`config.mk`:
```
export PLATFORM = sky130hd
export DESIGN_NAME = led_chaser_flat
export DESIGN_NICKNAME = d
export VERILOG_FILES = /design/src/rtl/led_chaser_if.sv /design/src/rtl/led_chaser.sv /design/src/flat_wrapper.sv
export SDC_FILE = /design/constraint.sdc
export NUM_CORES = 1
export LEC_CHECK = 0
export ABC_AREA = 1
export CAP_MARGIN = 25
export CORE_ASPECT_RATIO = 1.25
export CORE_MARGIN = 5
export CORE_UTILIZATION = 45
export CTS_CLUSTER_SIZE = 24
export DETAILED_ROUTE_END_ITERATION = 8
export HOLD_SLACK_MARGIN = 0.1
export PLACE_DENSITY = 0.77
export SLEW_MARGIN = 40
export SYNTH_ARGS = -nofsm -noshare
export SYNTH_HDL_FRONTEND = slang
export SYNTH_SLANG_ARGS = --single-unit
```
`constraint.sdc`:
```
create_clock -name clk -period 2.8 [get_ports clk]
set_clock_uncertainty 0.2 [all_clocks]
set_input_delay 0.28 -clock clk [delete_from_list [all_inputs] [get_ports clk]]
set_output_delay 0.28 -clock clk [all_outputs]
set_load 0.02 [all_outputs]
```
`src/rtl/led_chaser_if.sv`:
```
// Pattern-control bundle for led_chaser: enable/mode/direction in, LED pattern and pulses out.
interface led_chaser_if #(
   parameter int unsigned WIDTH = 8
);
   logic             en;
   logic [1:0]       mode;
   logic             dir;
   logic [WIDTH-1:0] q;
   logic             step;
   logic             wrap;

   modport master (output en, mode, dir, input q, step, wrap);
   modport slave  (input en, mode, dir, output q, step, wrap);
endinterface

```
`src/rtl/led_chaser.sv`:
```
// LED pattern generator: prescaled stepping through Johnson, dot-ring, bounce and binary patterns.
module led_chaser #(
   parameter int unsigned WIDTH = 8,
   parameter int unsigned DIV   = 4
) (
   input logic           clk,
   input logic           rs,
   led_chaser_if.slave   bus
);
   typedef enum logic [1:0] {ModeJohnson, ModeDot, ModeBounce, ModeCount} mode_e;

   localparam int unsigned    CntW   = (DIV > 1) ? $clog2(DIV) : 1;
   localparam logic [CntW-1:0] CntMax = CntW'(DIV - 1);

   logic [WIDTH-1:0] q_q, q_d, stepped;
   logic [CntW-1:0]  cnt_q, cnt_d;
   mode_e            mode_q, mode_d, mode_in;
   logic             up_q, up_d, up_next;
   logic             step_q, step_d, wrap_q, wrap_d;
   logic             tick;

   function automatic logic [WIDTH-1:0] start_state(mode_e m, logic d);
      logic [WIDTH-1:0] s;
      s = '0;
      if (m == ModeDot) begin
         s = d ? {1'b1, {(WIDTH-1){1'b0}}} : {{(WIDTH-1){1'b0}}, 1'b1};
      end else if (m == ModeBounce) begin
         s = {{(WIDTH-1){1'b0}}, 1'b1};
      end
      return s;
   endfunction

   assign mode_in = mode_e'(bus.mode);
   assign tick    = bus.en && (cnt_q == CntMax);

   always_comb begin
      stepped = q_q;
      up_next = up_q;
      unique case (mode_q)
         ModeJohnson: stepped = bus.dir ? {~q_q[0], q_q[WIDTH-1:1]}
                                        : {q_q[WIDTH-2:0], ~q_q[WIDTH-1]};
         ModeDot: begin
            if (q_q == '0) stepped = start_state(ModeDot, bus.dir);
            else           stepped = bus.dir ? {q_q[0], q_q[WIDTH-1:1]}
                                             : {q_q[WIDTH-2:0], q_q[WIDTH-1]};
         end
         ModeBounce: begin
            stepped = up_q ? (q_q << 1) : (q_q >> 1);
            // Reverse as soon as the dot lands on an end bit.
            if (stepped[WIDTH-1])  up_next = 1'b0;
            else if (stepped[0])   up_next = 1'b1;
         end
         ModeCount: stepped = bus.dir ? (q_q - 1'b1) : (q_q + 1'b1);
         default: stepped = q_q;
      endcase
   end

   always_comb begin
      q_d    = q_q;
      cnt_d  = cnt_q;
      mode_d = mode_q;
      up_d   = up_q;
      step_d = 1'b0;
      wrap_d = 1'b0;
      if (mode_in != mode_q) begin
         q_d    = start_state(mode_in, bus.dir);
         cnt_d  = '0;
         mode_d = mode_in;
         up_d   = 1'b1;
      end else if (tick) begin
         q_d    = stepped;
         cnt_d  = '0;
         up_d   = up_next;
         step_d = 1'b1;
         wrap_d = (stepped == start_state(mode_q, bus.dir));
      end else if (bus.en) begin
         cnt_d = cnt_q + 1'b1;
      end
   end

   always_ff @(posedge clk or posedge rs) begin
      if (rs) begin
         q_q    <= '0;
         cnt_q  <= '0;
         mode_q <= ModeJohnson;
         up_q   <= 1'b1;
         step_q <= 1'b0;
         wrap_q <= 1'b0;
      end else begin
         q_q    <= q_d;
         cnt_q  <= cnt_d;
         mode_q <= mode_d;
         up_q   <= up_d;
         step_q <= step_d;
         wrap_q <= wrap_d;
      end
   end

   assign bus.q    = q_q;
   assign bus.step = step_q;
   assign bus.wrap = wrap_q;
endmodule

```
`src/flat_wrapper.sv`:
```
// flat-port wrapper written by rule: the top's interface ports become plain ports
module led_chaser_flat 
#(
   parameter int unsigned WIDTH = 8,
   parameter int unsigned DIV   = 4
)
  (clk, rs, bus_en, bus_mode, bus_dir, bus_q, bus_step, bus_wrap);
  led_chaser_if #(.WIDTH(WIDTH)) bus_i ();
  input logic clk;
  input logic rs;
  input wire logic [$bits(bus_i.en)-1:0] bus_en;
  input wire logic [$bits(bus_i.mode)-1:0] bus_mode;
  input wire logic [$bits(bus_i.dir)-1:0] bus_dir;
  output wire logic [$bits(bus_i.q)-1:0] bus_q;
  output wire logic [$bits(bus_i.step)-1:0] bus_step;
  output wire logic [$bits(bus_i.wrap)-1:0] bus_wrap;
  assign bus_i.en = bus_en;
  assign bus_i.mode = bus_mode;
  assign bus_i.dir = bus_dir;
  assign bus_q = bus_i.q;
  assign bus_step = bus_i.step;
  assign bus_wrap = bus_i.wrap;
  led_chaser #(.WIDTH(WIDTH), .DIV(DIV)) u_core (.clk(clk), .rs(rs), .bus(bus_i));
endmodule
```
# [After elaboration in Yosys (flattened, before gate mapping)]
# Cells that the tools add are included.
[op_classes] add_sub_neg=3 n_eq_ne=8 muxes=27 n_bitwise=2 reduce_logical=8
[ops] op="$mux 8" n=12
[ops] op="$pmux 8 s4" n=1
[ops] op="$mux 1" n=11
[ops] op="$add 8x1->8 const B" n=1
[ops] op="$eq 2x2->1 const B" n=4
[ops] op="$eq 8x8->1" n=1
[ops] op="$logic_not 8->1" n=1
[ops] op="$sub 8x1->8 const B" n=1
[ops] op="$mux 2" n=3
[ops] op="$reduce_bool 3->1" n=2
[ops] op="$eq 2x1->1 const B" n=2
[ops] op="$reduce_bool 2->1" n=2
[ops] op="$reduce_and 3->1" n=1
[ops] op="$add 2x1->2 const B" n=1
[ops] op="$logic_not 2->1" n=1
[ops] op="$ne 2x2->1" n=1
[ops] op="$not 1->1" n=2
[ops] op="$logic_and 1x1->1" n=1
[word_totals] register_bits=15 inputBits=6 out_inout_bits=10 word_cells=54

# [Logic depth before layout (Yosys ltp)]
# Gate-level depths: netlist (run 1).
[depth] ltp_word=8 ltp_mapped=13 depth_no_buf=13

# [Least setup slack after synthesis (run 1)]
# No wires, ideal clock.
[synth_timing] path_type="register to register" startpoint="reg u_core.q_q[0] (netlist: u_core.bus.q[0])" endpoint="reg u_core.wrap_q (netlist: u_core.bus.wrap)" setup_ps=71 arrival_ps=1713 t_required_ps=2529 slack_ps=816 stages_incl_launch_ff=11 path_buffers=0 synth_period_minus_slack_ps=1984 cell_sequence="dfrtp_1 > fa_1 > nand3_1 > nand2_1 > nor2_1 > o21ai_0 > nor2_1 > nand3_1 > nor2_1 > nand2_1 > nor2_1"
[synth_between] elab_chain_cells=6 elab_cells_between_ends=13 classes_between="add/sub (2); eq/ne (1); mux (8); bitwise (1); reduce/logical (1)"
[synth_lines] item="start: declaration" line="led_chaser.sv:15" rtl="logic [WIDTH-1:0] q_q, q_d, stepped;"
[synth_lines] item="start signal: assignment" line="led_chaser.sv:90" rtl="q_q <= q_d;"
[synth_lines] item="$add 8x1->8 (tied with other cells)" line="led_chaser.sv:53" rtl="ModeCount: stepped = bus.dir ? (q_q - 1'b1) : (q_q + 1'b1);"
[synth_lines] item="$mux 8 (on tied branches)" line="led_chaser.sv:53, led_chaser.sv:40, led_chaser.sv:43"
[synth_lines] item="$pmux 8 s4 (*)" line="led_chaser.sv:39" rtl="unique case (mode_q)"
[synth_lines] item="$eq 8x8->1 (*)" line="led_chaser.sv:75" rtl="wrap_d = (stepped == start_state(mode_q, bus.dir));"
[synth_lines] item="$mux 1 (*)" line="led_chaser.sv:70" rtl="end else if (tick) begin"
[synth_lines] item="$mux 1 (*)" line="led_chaser.sv:65" rtl="if (mode_in != mode_q) begin"
[synth_lines] item="via u_core.wrap_d" line="led_chaser.sv:19" rtl="logic step_q, step_d, wrap_q, wrap_d;"
[synth_lines] item="end signal: assignment" line="led_chaser.sv:95" rtl="wrap_q <= wrap_d;"
[synth_lines] item="end: declaration" line="led_chaser.sv:19"
# Mark *: on every way through the listed nets, which the timed path passes. The rest lies on a longest branch.
# A chain may end at the register's enable or synchronous reset.

# [Final worst setup path (run 1)]
[layout_timing] startpoint="in bus_dir" endpoint="reg u_core.wrap_q (netlist: u_core.bus.wrap)"
[layout_between] elab_chain_cells=7 elab_cells_between_ends=12 classes_between="eq/ne (1); mux (11)"
[layout_lines] item="start: declaration" line="flat_wrapper.sv:13" rtl="input wire logic [$bits(bus_i.dir)-1:0] bus_dir;"
[layout_lines] item="$mux 8" line="led_chaser.sv:26" rtl="s = d ? {1'b1, {(WIDTH-1){1'b0}}} : {{(WIDTH-1){1'b0}}, 1'b1};"
[layout_lines] item="$mux 8" line="led_chaser.sv:25" rtl="if (m == ModeDot) begin"
[layout_lines] item="$mux 8" line="led_chaser.sv:70"
[layout_lines] item="$mux 8" line="led_chaser.sv:65"
[layout_lines] item="$eq 8x8->1 (*)" line="led_chaser.sv:75"
[layout_lines] item="$mux 1 (*)" line="led_chaser.sv:70"
[layout_lines] item="$mux 1 (*)" line="led_chaser.sv:65"
[layout_lines] item="via u_core.wrap_d" line="led_chaser.sv:19"
# Mark *: on every way through the listed nets, which the timed path passes. The rest lies on a longest branch. The select of a mux whose other input is x is not followed.

==> results of run 1 <==
## power breakdown
group / switching (mW) / internal [mW] / total [mW]
sequential: 0.0129 / 0.222 / 0.235
clock: 0.0734 / 0.0555 / 0.129
combinational: 0.0908 / 0.0515 / 0.142
## logic make-up (layout without fill, tap and decap cells)
| kind of cell | count (synthesis) | in the layout | share of synthesized area [%] |
|---|---|---|---|
| DFF | 15 | 15 | 26.61 |
| muxes | 1 | 1 | 0.7074 |
| buffers and inverters | 36 | 52 | 9.726 |
| adders and majority gates | 8 | 8 | 7.604 |
| AOI/OAI and AO/OA | 41 | 41 | 16.09 |
| xor gates and xnor gates | 2 | 2 | 1.238 |
| and+or+nand+nor | 121 | 121 | 38.02 |
## worst reg2reg max path: stages, from the launching register on
cell,delay (ps)
dfrtp_1,510
fa_1,520
nand3_1,110
nand2_1,70
nor2_1,100
o21ai_0,100
nor2_1,180
nand3_1,110
nor2_1,100
nand2_1,50
nor2_1,80
## flip-flops by register name, indices dropped and copies added (netlist names)
register         cells
u_core.bus.q         8
u_core.bus.step      1
u_core.bus.wrap      1
u_core.cnt_q         2
u_core.mode_q        2
u_core.up_q          1
## layer usage
metal / vias up / wire [um] / track usage, %
met5: - / 0 / 0
met4: 0 / 105 / 10.84
met3: 15 / 302 / 3.363
met2: 70 / 1840 / 30.53
met1: 718 / 1626 / 24.22
li1: 775 / - / -
## cell type report
class,count,share of cell area (%)
clock buffers,4,1.615
inverters,32,7.385
multi-input cells,173,55.38
flip-flops and latches,15,23.15
well taps,36,2.769
repair buffers,16,9.692
## stage by stage
step | area [sq um] | utilization [%] | hold WS [ps] | worst slack, ps | total power, mW
global route | 1627 | 54.71 | 192.6 | 204.6 | 0.5419
CTS | 1627 | 54.71 | 156.9 | 475.9 | 0.5089
finish | 1627 | 54.71 | 130.4 | 467.7 | 0.5065
detailed placement | 1600 | 53.83 | 345.1 | 186.3 | 0.3791
global placement | 1600 | 53.83 | 322.4 | 200.3 | 0.3765
floorplan | 1415 | - | -19.24 | 815.6 | 0.3350
## worst paths after layout
kind / start / to / depth (start not counted)
setup / recovery: bus_dir / u_core.bus.wrap / 11
min in group clk: bus_mode[1] / u_core.mode_q[1] / 1
hold / removal: rs / u_core.bus.q[2] / 2
max in group asynchronous: rs / u_core.up_q / 2
setup reg to reg: u_core.bus.q[0] / u_core.bus.wrap / 10
hold reg to reg: u_core.cnt_q[1] / u_core.cnt_q[1] / 2
## placed cells by master, fill, tap and decap left out
cell type	Yosys	layout
nand2_1	63	63
o21a_1	1	1
nand3b_1	1	1
a21oi_1	10	10
o21ai_0	13	13
nor2_4	2	2
or2_1	1	1
nor2_1	21	21
fa_1	1	1
nand3_1	21	21
nand2_2	1	1
ha_1	7	7
nand4_1	7	7
clkdlybuf4s50_1	0	15
nor2_2	1	1
o221ai_1	1	1
xnor2_1	2	2
nor3_1	1	1
clkbuf_4	0	3
nor3_2	1	1
o211ai_1	1	1
dfrtp_1	14	14
dfstp_2	1	1
inv_1	23	23
clkbuf_1	2	1
a22oi_1	2	2
buf_4	0	1
o22ai_1	5	5
mux2i_1	1	1
inv_2	9	9
nand3_2	1	1
o21ai_1	7	7
a211oi_1	1	1
==> qor.csv, run 1 <==
metric,value,unit
status,"complete, no violations",
row cnt,22,
Synth warnings,0,
Worst Path Required,2830,ps
#FFs+latches synth,15,
Leak,0.8070,nW
clock buffer depth,2,
RePlAce Congestion,0.9108,
Crit path arrival time,2360,ps
IO Port Bufs,15,
"Slew Viols, Final",0,
crit-path max FO,10,
CTS tree,done,
Slew @ Worst Pin,563.8,ps
htree depth,1,
"Setup Fix Bufs, Post-CTS",0,
critical setup path kind,primary input to flop,
area of the multi-input gates,900.9,sq um
commonest cells in the netlist,"nand2_1 (63), inv_1 (23), nand3_1 (21), nor2_1 (21), dfrtp_1 (14)",
top-count cell post-synth,nand2_1,
Ant. Diodes,0,
max_slew headroom,62.37,%
Most used DFF post-synth,dfrtp_1,
Sink Count,15,
area occupied by registers,376.6,sq um
Final Hold Fails,0,
Final ANT Viol Nets,0,
Finished Layout Cells,276,
Max Fclk,428.8,MHz
root buffer cell,clkbuf_4,
Max Cap Viol,0,
# placed instances,272,
Starting Density,47.60,%
share of the synthesized area in the top cell type,24.76,%
DIE WIDTH,60.16,um
crit-path max cell delay,700,ps
Vias,1578,
crit path launch type,primary input,
period utilization,83.30,%
Buf/Inv on CP,1,
layout cells sized above 1,8.333,%
HP Class,primary input to asynchronous set/reset pin,
die area,0.004373,sq mm
CP top delay family,buffers and inverters,
critical path's slowest cell,clkdlybuf4s50_1,
nets,255,
power density over the cells,311.4,mW/mm^2
initial DRC count,86,
count of cells resized by post-cts repair,0,
Mapped Cells,224,
"EDFF count, synth",0,
drt first pass iters,4,
Fillers,309,
worst-skew pair later-pin latency,290,ps
Syn-to-layout area delta,14.94,%
routed wire length,3.874,mm
vias in the first global route,1460,
Avg Vias per Cell,5.717,
ranking of synthesized cells by area,"dfrtp_1 (25%), nand2_1 (17%), nand3_1 (7.4%)",
register area share after synthesis,26.61,%
Max IR drop VDD,0.0002873,V
CTS Buf Count,3,
syn_area_per_cell,6.317,sq um
unrepaired setup endpoints after global routing,false,
r2r setup slk,620,ps
largest net degree at the start of global routing,16,
DP HPWL,3.005,mm
Final Critical Period,2332,ps
leading area contributor after synthesis,dfrtp_1,
"CTS clk-pin slew, worst paths",90,ps
die height,72.70,um
CTS Hold Bufs,0,
Fin Setup TNS,0,ps
CP Capture Type,flop,
CP cell instances,"clkdlybuf4s50_1, ha_1, a21oi_1, nand2_1, nor2_1, o21ai_0, nor2_1, nand3_1, nor2_1, nand2_1, nor2_1",
Setup Viol. Count Final,0,
IO Pins,16,
first-pass GRT wire length,6.568,mm
Netlist cell types,31,
GRT overflow,0,
CORE AREA,0.002973,sq mm
DRC,0,
wire per inst,14.04,um
ys async rst share,100.0,%
crit-path most repeated cell,nor2_1,
syn nets,238,
total track usage,19.29,%
Mapped Area,0.001415,sq mm
initial antenna violation count,0,
Note: power is estimated with default switching activity, not from simulation.
==> inputs of run 2 (changes only) <==
PLACE_DENSITY = 0.8   (was 0.77)
clock period = 2 ns   (was 2.8 ns; I/O delays follow)
==> qor.csv, run 2 (synthesis gave the netlist of run 1 again) <==
metric,value,unit
die area,0.004373,sq mm
Final Core Density,63.51,%
"most common cell after layout, fill and taps aside",nand2_1,
"CTS clk-pin slew, worst paths",100,ps
CP Capture Type,flop,
GRT overflow,0,
critical setup path kind,flop to flop,
unrepaired setup endpoints after global routing,true,
initial DRC count,102,
Final Critical Period,1977,ps
HP Class,primary input to flop,
Sink Count,15,
layout cells sized above 1,21.72,%
first-pass GRT wire length,6.837,mm
Avg Vias per Cell,5.482,
drt first pass iters,4,
Leak,0.9352,nW
max reg flops,8,
DP Area,0.001773,sq mm
critical path's slowest cell,dfrtp_1,
row cnt,22,
Max Fclk,505.9,MHz
RePlAce Congestion,0.9082,
"Slew Viols, Final",0,
worst-skew pair later-pin latency,300,ps
CP cell instances,"ha_1, inv_1, nand2_1, a21oi_2, o21ai_1, inv_2, nand2_1, nor2_1, nand2_1, nor2_1, nand2_1, nor2_1",
wire per inst,13.40,um
Vias,1661,
Worst Path Required,2030,ps
Final WS setup,23.40,ps
crit-path most repeated cell,nand2_1,
CTS tree,done,
clock buffer depth,2,
"leading cell types in the layout, fill and taps excluded","nand2_1 (61), buf_4 (27), inv_1 (23), nor2_1 (20), nand3_1 (20)",
htree depth,1,
Slew @ Worst Pin,566.6,ps
Design Power,0.7595,mW
power density over the cells,402.3,mW/mm^2
Final ANT Viol Nets,0,
CORE AREA,0.002973,sq mm
initial antenna violation count,0,
total track usage,20.53,%
root buffer cell,clkbuf_4,
Fillers,271,
Ant. Diodes,0,
design area,0.001888,sq mm
vias in the first global route,1490,
IO Port Bufs,15,
Syn-to-layout area delta,33.42,%
IO Pins,16,
largest net degree at the start of global routing,16,
Setup Viol. Count Final,0,
Max Cap Viol,0,
DP HPWL,3.175,mm
nets,282,
Max IR drop VDD,0.0003133,V
crit-path max FO,4,
routed wire length,4.060,mm
max_slew headroom,62.19,%
crit path launch type,flop,
die height,72.70,um
Crit path arrival time,2010,ps
crit-path max cell delay,390,ps
period utilization,98.83,%
post-placement setup slack,-482.6,ps
DIE WIDTH,60.16,um
Starting Density,47.60,%
DRC,0,
Final Hold Fails,0,
CTS Buf Count,3,
status,"complete, no violations",
==> run 2: cell count changes in the layout (fill, tap and decap cells not counted), moves of 2 or more <==
cell,delta
nand2_2,+2
ha_1,-3
nand2_1,-2
a21oi_1,-2
a21oi_2,+2
buf_4,+26
ha_4,+3
==> run 2: worst paths after layout <==
path | startpoint | end | slack (ps) | depth (start not counted)
worst max-delay path | u_core.bus.q[2] | u_core.bus.wrap | 20 | 12
worst min-delay path | bus_mode[1] | u_core.mode_q[1] | 190 | 1
worst max register to register | u_core.bus.q[2] | u_core.bus.wrap | 20 | 12
worst min register to register | u_core.cnt_q[1] | u_core.cnt_q[1] | 350 | 2
max in group asynchronous | rs | u_core.bus.q[1] | 560 | 3
min in group asynchronous | rs | u_core.mode_q[0] | 630 | 3
==> run 2: worst max-delay path: cells and delay by family (launching register included) <==
kind                       cells  cell delay, ps
DFF                            1             390
buffers and inverters          2             130
AOI/OAI and AO/OA              2             260
and+or+nand+nor                7             630
adders and majority gates      1             310
==> run 2: cell type report <==
| cell class | instances | area (sq um) | area share (%) |
|---|---|---|---|
| Clock buffer | 4 | 26.28 | 1.392 |
| Inverter | 32 | 120.1 | 6.362 |
| Multi-Input combinational cell | 173 | 960.9 | 50.89 |
| Sequential cell | 15 | 377.9 | 20.01 |
| Tap cell | 36 | 45.04 | 2.386 |
| Timing Repair Buffer | 43 | 357.8 | 18.95 |
==> run 2: layer usage <==
metal | part of all wire (%) | global-route usage [%] | vias to the layer above
met4 | 4.2 | 9.606 | 0
li1 | - | - | 830
met5 | 0 | 0 | -
met2 | 50 | 33.89 | 57
met3 | 4.9 | 2.478 | 15
met1 | 41 | 26.06 | 759
==> run 2: metrics by stage <==
| stage | std cells | hold WS, ps | TNS (ps) |
|---|---|---|---|
| after floorplan | 224 | -99.24 | 0 |
| after global placement | 295 | 319.5 | -2507 |
| after detailed placement | 295 | 338.2 | -2674 |
| after CTS | 302 | 187.1 | 0 |
| after global routing | 303 | 189.9 | -109.9 |
| final | 303 | 193.1 | 0 |
==> run 2: power breakdown <==
part,switching [mW],internal (mW),total (mW)
logic,0.144,0.109,0.253
registers,0.0126,0.312,0.324
clock network,0.104,0.0777,0.182
total,0.261,0.499,0.759
==> run 2: what timing repair did <==
action / 4_1_cts / 5_1_grt
hold buffers: 1 / 0
endpoints found under the setup margin: 5 / 5
resized for setup: 3 / 12
pin swaps: 1 / 2
endpoints found under the hold margin: 7 / 0
setup buffers: 2 / 1
